File: config.mk
export PLATFORM = sky130hd
export DESIGN_NAME = spi_flash_resp
export DESIGN_NICKNAME = d
export VERILOG_FILES = /design/src/rtl/spi_flash_resp.sv
export SDC_FILE = /design/constraint.sdc
export NUM_CORES = 1
export LEC_CHECK = 0
export BUFFER_PORTS_ARGS = -buffer_cell sky130_fd_sc_hd__buf_2
export CAP_MARGIN = 30
export CORE_ASPECT_RATIO = 0.9
export CORE_MARGIN = 2
export CORE_UTILIZATION = 45
export CTS_CLUSTER_SIZE = 16
export DETAILED_ROUTE_END_ITERATION = 10
export SLEW_MARGIN = 20
export SYNTH_ARGS = -nofsm -noshare
export SYNTH_HDL_FRONTEND = slang
export SYNTH_SLANG_ARGS = --single-unit
File: constraint.sdc
create_clock -name sys_clk -period 4.28 [get_ports sys_clk]
set_input_delay 0.428 -clock sys_clk [delete_from_list [all_inputs] [get_ports sys_clk]]
set_output_delay 0.428 -clock sys_clk [all_outputs]
set_load 0.02 [all_outputs]
File: src/rtl/spi_flash_resp.sv
// SPI flash command responder: WREN, RDSR, SE with busy timer, optional RDID.
// Define SPI_FLASH_RESP_RDID_EN to answer 8'h9F with JEDEC_ID.
`timescale 1ns/1ps
module spi_flash_resp #(
    parameter logic [31:0] BUSY_CYC = 32'd2_500_000,
    parameter logic [23:0] JEDEC_ID = 24'hEF4017
) (
    input  logic        sys_clk,
    input  logic        sys_rst_n,
    input  logic        cs_n,
    input  logic        sck,
    input  logic        mosi,
    output logic        miso,
    output logic        se_done,
    output logic [23:0] se_addr,
    output logic        wip,
    output logic        wel
);

    typedef enum logic [2:0] {
        IDLE,
        CMD,
        ADDR,
        STAT,
        ID,
        IGNORE
    } state_t;

    state_t      state_q;
    logic        cs_m_q, cs_s_q, cs_p_q;
    logic        sck_m_q, sck_s_q, sck_p_q;
    logic        mosi_m_q, mosi_s_q;
    logic [6:0]  sr_q;
    logic [5:0]  bcnt_q;
    logic [2:0]  ph_q;
    logic [1:0]  idx_q;
    logic        wren_q;
    logic [23:0] addr_q;
    logic [7:0]  tx_q;
    logic        miso_q;
    logic        wip_q;
    logic        wel_q;
    logic        se_done_q;
    logic [23:0] se_addr_q;
    logic [31:0] busy_q;

    logic        cs_fall, cs_rise, sck_rise, sck_fall;
    logic [7:0]  cmd_byte;
    logic [7:0]  stat_byte;
    logic [7:0]  id_byte;
    logic [5:0]  bcnt_d;

    assign cs_fall   = cs_p_q & ~cs_s_q;
    assign cs_rise   = ~cs_p_q & cs_s_q;
    assign sck_rise  = ~sck_p_q & sck_s_q & ~cs_s_q;
    assign sck_fall  = sck_p_q & ~sck_s_q & ~cs_s_q;
    // The eighth command bit is taken live so the decode lands on its edge.
    assign cmd_byte  = {sr_q, mosi_s_q};
    assign stat_byte = {6'b0, wel_q, wip_q};
    assign bcnt_d    = (bcnt_q == 6'd63) ? bcnt_q : bcnt_q + 6'd1;

    always_comb begin
        id_byte = 8'h00;
        case (idx_q)
            2'd1:    id_byte = JEDEC_ID[15:8];
            2'd2:    id_byte = JEDEC_ID[7:0];
            default: id_byte = 8'h00;
        endcase
    end

    always_ff @(posedge sys_clk or negedge sys_rst_n) begin
        if (!sys_rst_n) begin
            state_q   <= IDLE;
            cs_m_q    <= 1'b1;
            cs_s_q    <= 1'b1;
            cs_p_q    <= 1'b1;
            sck_m_q   <= 1'b0;
            sck_s_q   <= 1'b0;
            sck_p_q   <= 1'b0;
            mosi_m_q  <= 1'b0;
            mosi_s_q  <= 1'b0;
            sr_q      <= '0;
            bcnt_q    <= '0;
            ph_q      <= '0;
            idx_q     <= '0;
            wren_q    <= 1'b0;
            addr_q    <= '0;
            tx_q      <= '0;
            miso_q    <= 1'b0;
            wip_q     <= 1'b0;
            wel_q     <= 1'b0;
            se_done_q <= 1'b0;
            se_addr_q <= '0;
            busy_q    <= '0;
        end else begin
            cs_m_q    <= cs_n;
            cs_s_q    <= cs_m_q;
            cs_p_q    <= cs_s_q;
            sck_m_q   <= sck;
            sck_s_q   <= sck_m_q;
            sck_p_q   <= sck_s_q;
            mosi_m_q  <= mosi;
            mosi_s_q  <= mosi_m_q;
            se_done_q <= 1'b0;

            if (wip_q) begin
                if (busy_q == 32'd0) begin
                    wip_q     <= 1'b0;
                    wel_q     <= 1'b0;
                    se_done_q <= 1'b1;
                end else begin
                    busy_q <= busy_q - 32'd1;
                end
            end

            if (cs_rise) begin
                state_q <= IDLE;
                miso_q  <= 1'b0;
                if (wren_q && bcnt_q == 6'd8 && !wip_q)
                    wel_q <= 1'b1;
                if (state_q == ADDR && bcnt_q == 6'd32 && wel_q && !wip_q) begin
                    se_addr_q <= addr_q;
                    wip_q     <= 1'b1;
                    busy_q    <= BUSY_CYC - 32'd1;
                end
            end else if (cs_fall) begin
                state_q <= CMD;
                sr_q    <= '0;
                bcnt_q  <= '0;
                ph_q    <= '0;
                idx_q   <= '0;
                wren_q  <= 1'b0;
                tx_q    <= '0;
                miso_q  <= 1'b0;
            end else if (sck_rise) begin
                sr_q   <= cmd_byte[6:0];
                bcnt_q <= bcnt_d;
                ph_q   <= ph_q + 3'd1;
                unique case (state_q)
                    CMD: begin
                        if (ph_q == 3'd7) begin
                            unique case (1'b1)
                                (cmd_byte == 8'h06): begin
                                    wren_q  <= 1'b1;
                                    state_q <= IGNORE;
                                end
                                (cmd_byte == 8'h05): begin
                                    tx_q    <= stat_byte;
                                    state_q <= STAT;
                                end
                                (cmd_byte == 8'hD8): begin
                                    state_q <= ADDR;
                                end
`ifdef SPI_FLASH_RESP_RDID_EN
                                (cmd_byte == 8'h9F): begin
                                    tx_q    <= JEDEC_ID[23:16];
                                    idx_q   <= 2'd1;
                                    state_q <= ID;
                                end
`endif
                                default: state_q <= IGNORE;
                            endcase
                        end
                    end
                    ADDR: addr_q <= {addr_q[22:0], mosi_s_q};
                    STAT: begin
                        if (ph_q == 3'd7)
                            tx_q <= stat_byte;
                    end
                    ID: begin
                        if (ph_q == 3'd7) begin
                            tx_q <= id_byte;
                            if (idx_q != 2'd3)
                                idx_q <= idx_q + 2'd1;
                        end
                    end
                    default: ;
                endcase
            end else if (sck_fall) begin
                if (state_q == STAT || state_q == ID) begin
                    miso_q <= tx_q[7];
                    tx_q   <= {tx_q[6:0], 1'b0};
                end else begin
                    miso_q <= 1'b0;
                end
            end
        end
    end

    assign miso    = miso_q;
    assign se_done = se_done_q;
    assign se_addr = se_addr_q;
    assign wip     = wip_q;
    assign wel     = wel_q;

endmodule

==> flow_metrics.tcl <==
set metrics [dict create \
    clock_sinks 122 \
    yosys-top-cells-area "dfrtp_1 (53%), nand2_1 (6.9%), mux2_2 (5.9%), ha_1 (2.5%), o31ai_1 (2.2%)" \
    r2r_end "busy_q[3]$_DFF_PN0_" \
    r2r-start "busy_q[17]$_DFF_PN0_" \
    n_antenna_cell 0 \
    cp-end-kind "flip-flop" \
    avgViaCountPerCell 5.624 \
    grt.overflow.total 0 \
    avgSynthCellArea_um2 10.60 \
    path_class "reg -> reg" \
    grt_max_degree 63 \
    r2r_slack_ns 1.49 \
    rsz0062_at_grt "false" \
    hold_ws_ns 0.09363 \
    die_h_um 109.6 \
    cts_root_buffer "clkbuf_16" \
    start_util 0.4617 \
    io_buffers 32 \
    crit_slowest_cell "or4_1" \
    drtIter0Drc 240 \
    yosysTopAreaCell "dfrtp_1" \
    syn2layout_area_growth_pct 16.20 \
    die_w_um 121.3 \
    ys_seq_area_frac 0.5482 \
    grt_pass1_vias 4074 \
    drc 0 \
    tritoncts "done" \
    ys_types 53 \
    synth_ff_type "dfrtp_1" \
    htree_levels 4 \
    setup_viol 0 \
    p_leak_uw 0.003227 \
    synthArstFlopShare 1.000 \
    skew_ns 0.009956 \
    drtPass1Iterations 4 \
    period_share 0.6507 \
    yosysWarningCount 0 \
    cts_buffers 17 \
    tns_ns 0 \
    clk_latency_ns 0.42 \
    synth_area_um2 5575 \
    post_cts_resized 0 \
    grt_pass1_wl_um 19890 \
    core_area_um2 12080 \
    hold_violations 0 \
    cts_hold_buf 0 \
    path_max_fanout 9 \
    die-area_um2 13300 \
    place_hpwl_um 7341 \
    hp-class "in -> async" \
    pin_count 33 \
    synth_seq_cells 122 \
    drive_above_1_share 0.1930 \
    irDropWorstVdd_mv 0.4849 \
    slew_headroom 0.3930 \
    post_cts_buffers 0 \
    grt.total_usage 0.1936 \
    antenna_found_initial 0 \
    route.antenna.remaining_nets 0 \
    fin_ws_ns 1.495 \
    worstPathCellList "or4_4 > or4_4 > or4_1 > a311oi_1 > a31oi_1" \
    rows 38 \
    instances_no_fill 735 \
    place_inst 703 \
    clock_path_buffers 2 \
    critPathRequiredTime_ns 4.54 \
    drv_cap 0 \
    startpoint_type "flip-flop" \
    syn_inst 526 \
    clkTransAtPathRegs_ns 0.05 \
    synth_top_cell_area_share 0.5341 \
    utilization 0.5365 \
    rr_worst_depth 5 \
    status "complete, no violations" \
    gp_congestion 0.7920 \
    tightestPinTransition_ns 0.9085 \
    crit_top_cell "or4_4" \
    drt_wl_total_um 11540 \
    nets 578 \
    fin_crit_ns 2.785 \
    syn_nets 542 \
    cpPeakStageDelay_ns 0.67 \
    vias 4134 \
    fmax_mhz 359.0 \
    final-max-slew-violation-count 0 \
    cp.arrival_ns 3.04 \
    dp_slack_ns 1.493 \
    synth_edf_count 0 \
    p_per_area_nw_per_um2 415.6 \
    detail_route.wl_per_cell_um 15.70 \
]
## synth_stat cells (2+ instances only)
cell type	n
dfrtp_1	119
nand2_1	102
mux2_2	29
nor2_1	28
o21ai_0	20
a21oi_1	16
clkbuf_1	16
o31ai_1	16
or4_1	15
nand3_1	13
or3_1	12
a22o_1	11
ha_1	11
inv_1	11
nor3_1	10
mux2i_1	9
nor3b_1	6
nor4_1	6
o211ai_1	6
a31oi_1	5
nand2b_1	4
nand3b_1	4
nand4b_1	4
nor4b_1	4
a311oi_1	3
buf_2	3
dfstp_2	3
or2_2	3
or3b_2	3
a21o_1	2
a22oi_1	2
a32o_1	2
and2_1	2
and3_1	2
nand4_1	2
nand4bb_1	2
o311ai_0	2
or4_4	2
xor2_1	2
## metrics by stage
stage,total power [uW],instance area (um^2)
final,2692,6479
after global routing,2789,6479
after CTS,2722,6479
after detailed placement,1325,5907
after global placement,1321,5907
after floorplan,1278,5575
## state kept, by name (all words and copies together), names as in the netlist, 2 cells and up
| register | cells |
|---|---|
| se_addr | 24 |
| bcnt_q | 6 |
| addr_q | 24 |
| tx_q | 8 |
| ph_q | 3 |
| idx_q | 2 |
| busy_q | 32 |
| state_q | 3 |
| sr_q | 7 |
## worst max-delay path by stage
stage                                end  slack (ns)                  from
detailed placement   busy_q[3]$_DFF_PN0_        1.49  busy_q[17]$_DFF_PN0_
finish               busy_q[3]$_DFF_PN0_        1.49  busy_q[17]$_DFF_PN0_
floorplan            busy_q[4]$_DFF_PN0_        1.64  busy_q[17]$_DFF_PN0_
CTS                  busy_q[3]$_DFF_PN0_        1.51  busy_q[17]$_DFF_PN0_
global route        busy_q[27]$_DFF_PN0_        1.36         wip$_DFF_PN0_
global placement     busy_q[2]$_DFF_PN0_        1.58  busy_q[17]$_DFF_PN0_
## power breakdown
| part | leakage (uW) | internal [uW] | switching (uW) |
|---|---|---|---|
| Clock | 0.000277 | 870 | 517 |
| Sequential | 0.00167 | 1180 | 23.4 |
| Combinational | 0.00128 | 36.0 | 66.1 |
## layout by cell type, fill, tap and decap left out, types with 3 or more instances in the layout
| cell | netlist | layout |
|---|---|---|
| or3_1 | 12 | 12 |
| o211ai_1 | 6 | 6 |
| clkbuf_16 | 0 | 17 |
| or3b_2 | 3 | 3 |
| a22o_1 | 11 | 11 |
| nor4b_1 | 4 | 4 |
| nor3b_1 | 6 | 6 |
| or2_2 | 3 | 3 |
| clkinv_2 | 0 | 4 |
| buf_4 | 0 | 5 |
| a31oi_1 | 5 | 5 |
| nand3b_1 | 4 | 4 |
| nand2_1 | 102 | 102 |
| clkbuf_1 | 16 | 3 |
| nand3_1 | 13 | 13 |
| nor4_1 | 6 | 6 |
| inv_1 | 11 | 11 |
| dfrtp_1 | 119 | 119 |
| buf_2 | 3 | 31 |
| nor3_1 | 10 | 9 |
| nand2b_1 | 4 | 4 |
| a21oi_1 | 16 | 16 |
| mux2i_1 | 9 | 9 |
| o21ai_0 | 20 | 20 |
| a311oi_1 | 3 | 3 |
| mux2_2 | 29 | 29 |
| or4_1 | 15 | 15 |
| ha_1 | 11 | 11 |
| nand4b_1 | 4 | 4 |
| dfstp_2 | 3 | 3 |
| o31ai_1 | 16 | 16 |
| nor2_1 | 28 | 28 |
## per-layer routing
layer	wire, um	global-route usage	vias to the layer above
met5	0	0	-
met4	188	0.06897	0
met3	398	0.05757	15
met2	5157	0.2917	60
met1	5799	0.2677	2073
li1	-	-	1986
## layout make-up
cell class,count,area [um^2]
Timing Repair Buffer,37,212.7
Multi-Input combinational cell,373,2396
Inverter,11,41.29
Clock inverter,11,121.4
Fill cell,1105,5598
Sequential cell,122,3057
Tap cell,160,200.2
Clock buffer,21,450.4
## worst max-delay path: cells and delay by family, from the launching register on
family / cells / cell delay (ns)
AOI/OAI and AO/OA: 2 / 0.42
and+or+nand+nor: 3 / 1.83
DFF: 1 / 0.39
## logic make-up after synthesis
| logic type | share of synthesized area |
|---|---|
| XOR/XNOR | 0.003142 |
| AO/OA/AOI/OAI | 0.1192 |
| multiplexers | 0.07473 |
| AND/OR/NAND/NOR | 0.2071 |
| buffers and inverters | 0.02289 |
| flip-flops | 0.5483 |
| adder cells (fa/ha/maj) | 0.02469 |
Note: power is estimated with default switching activity, not from simulation.
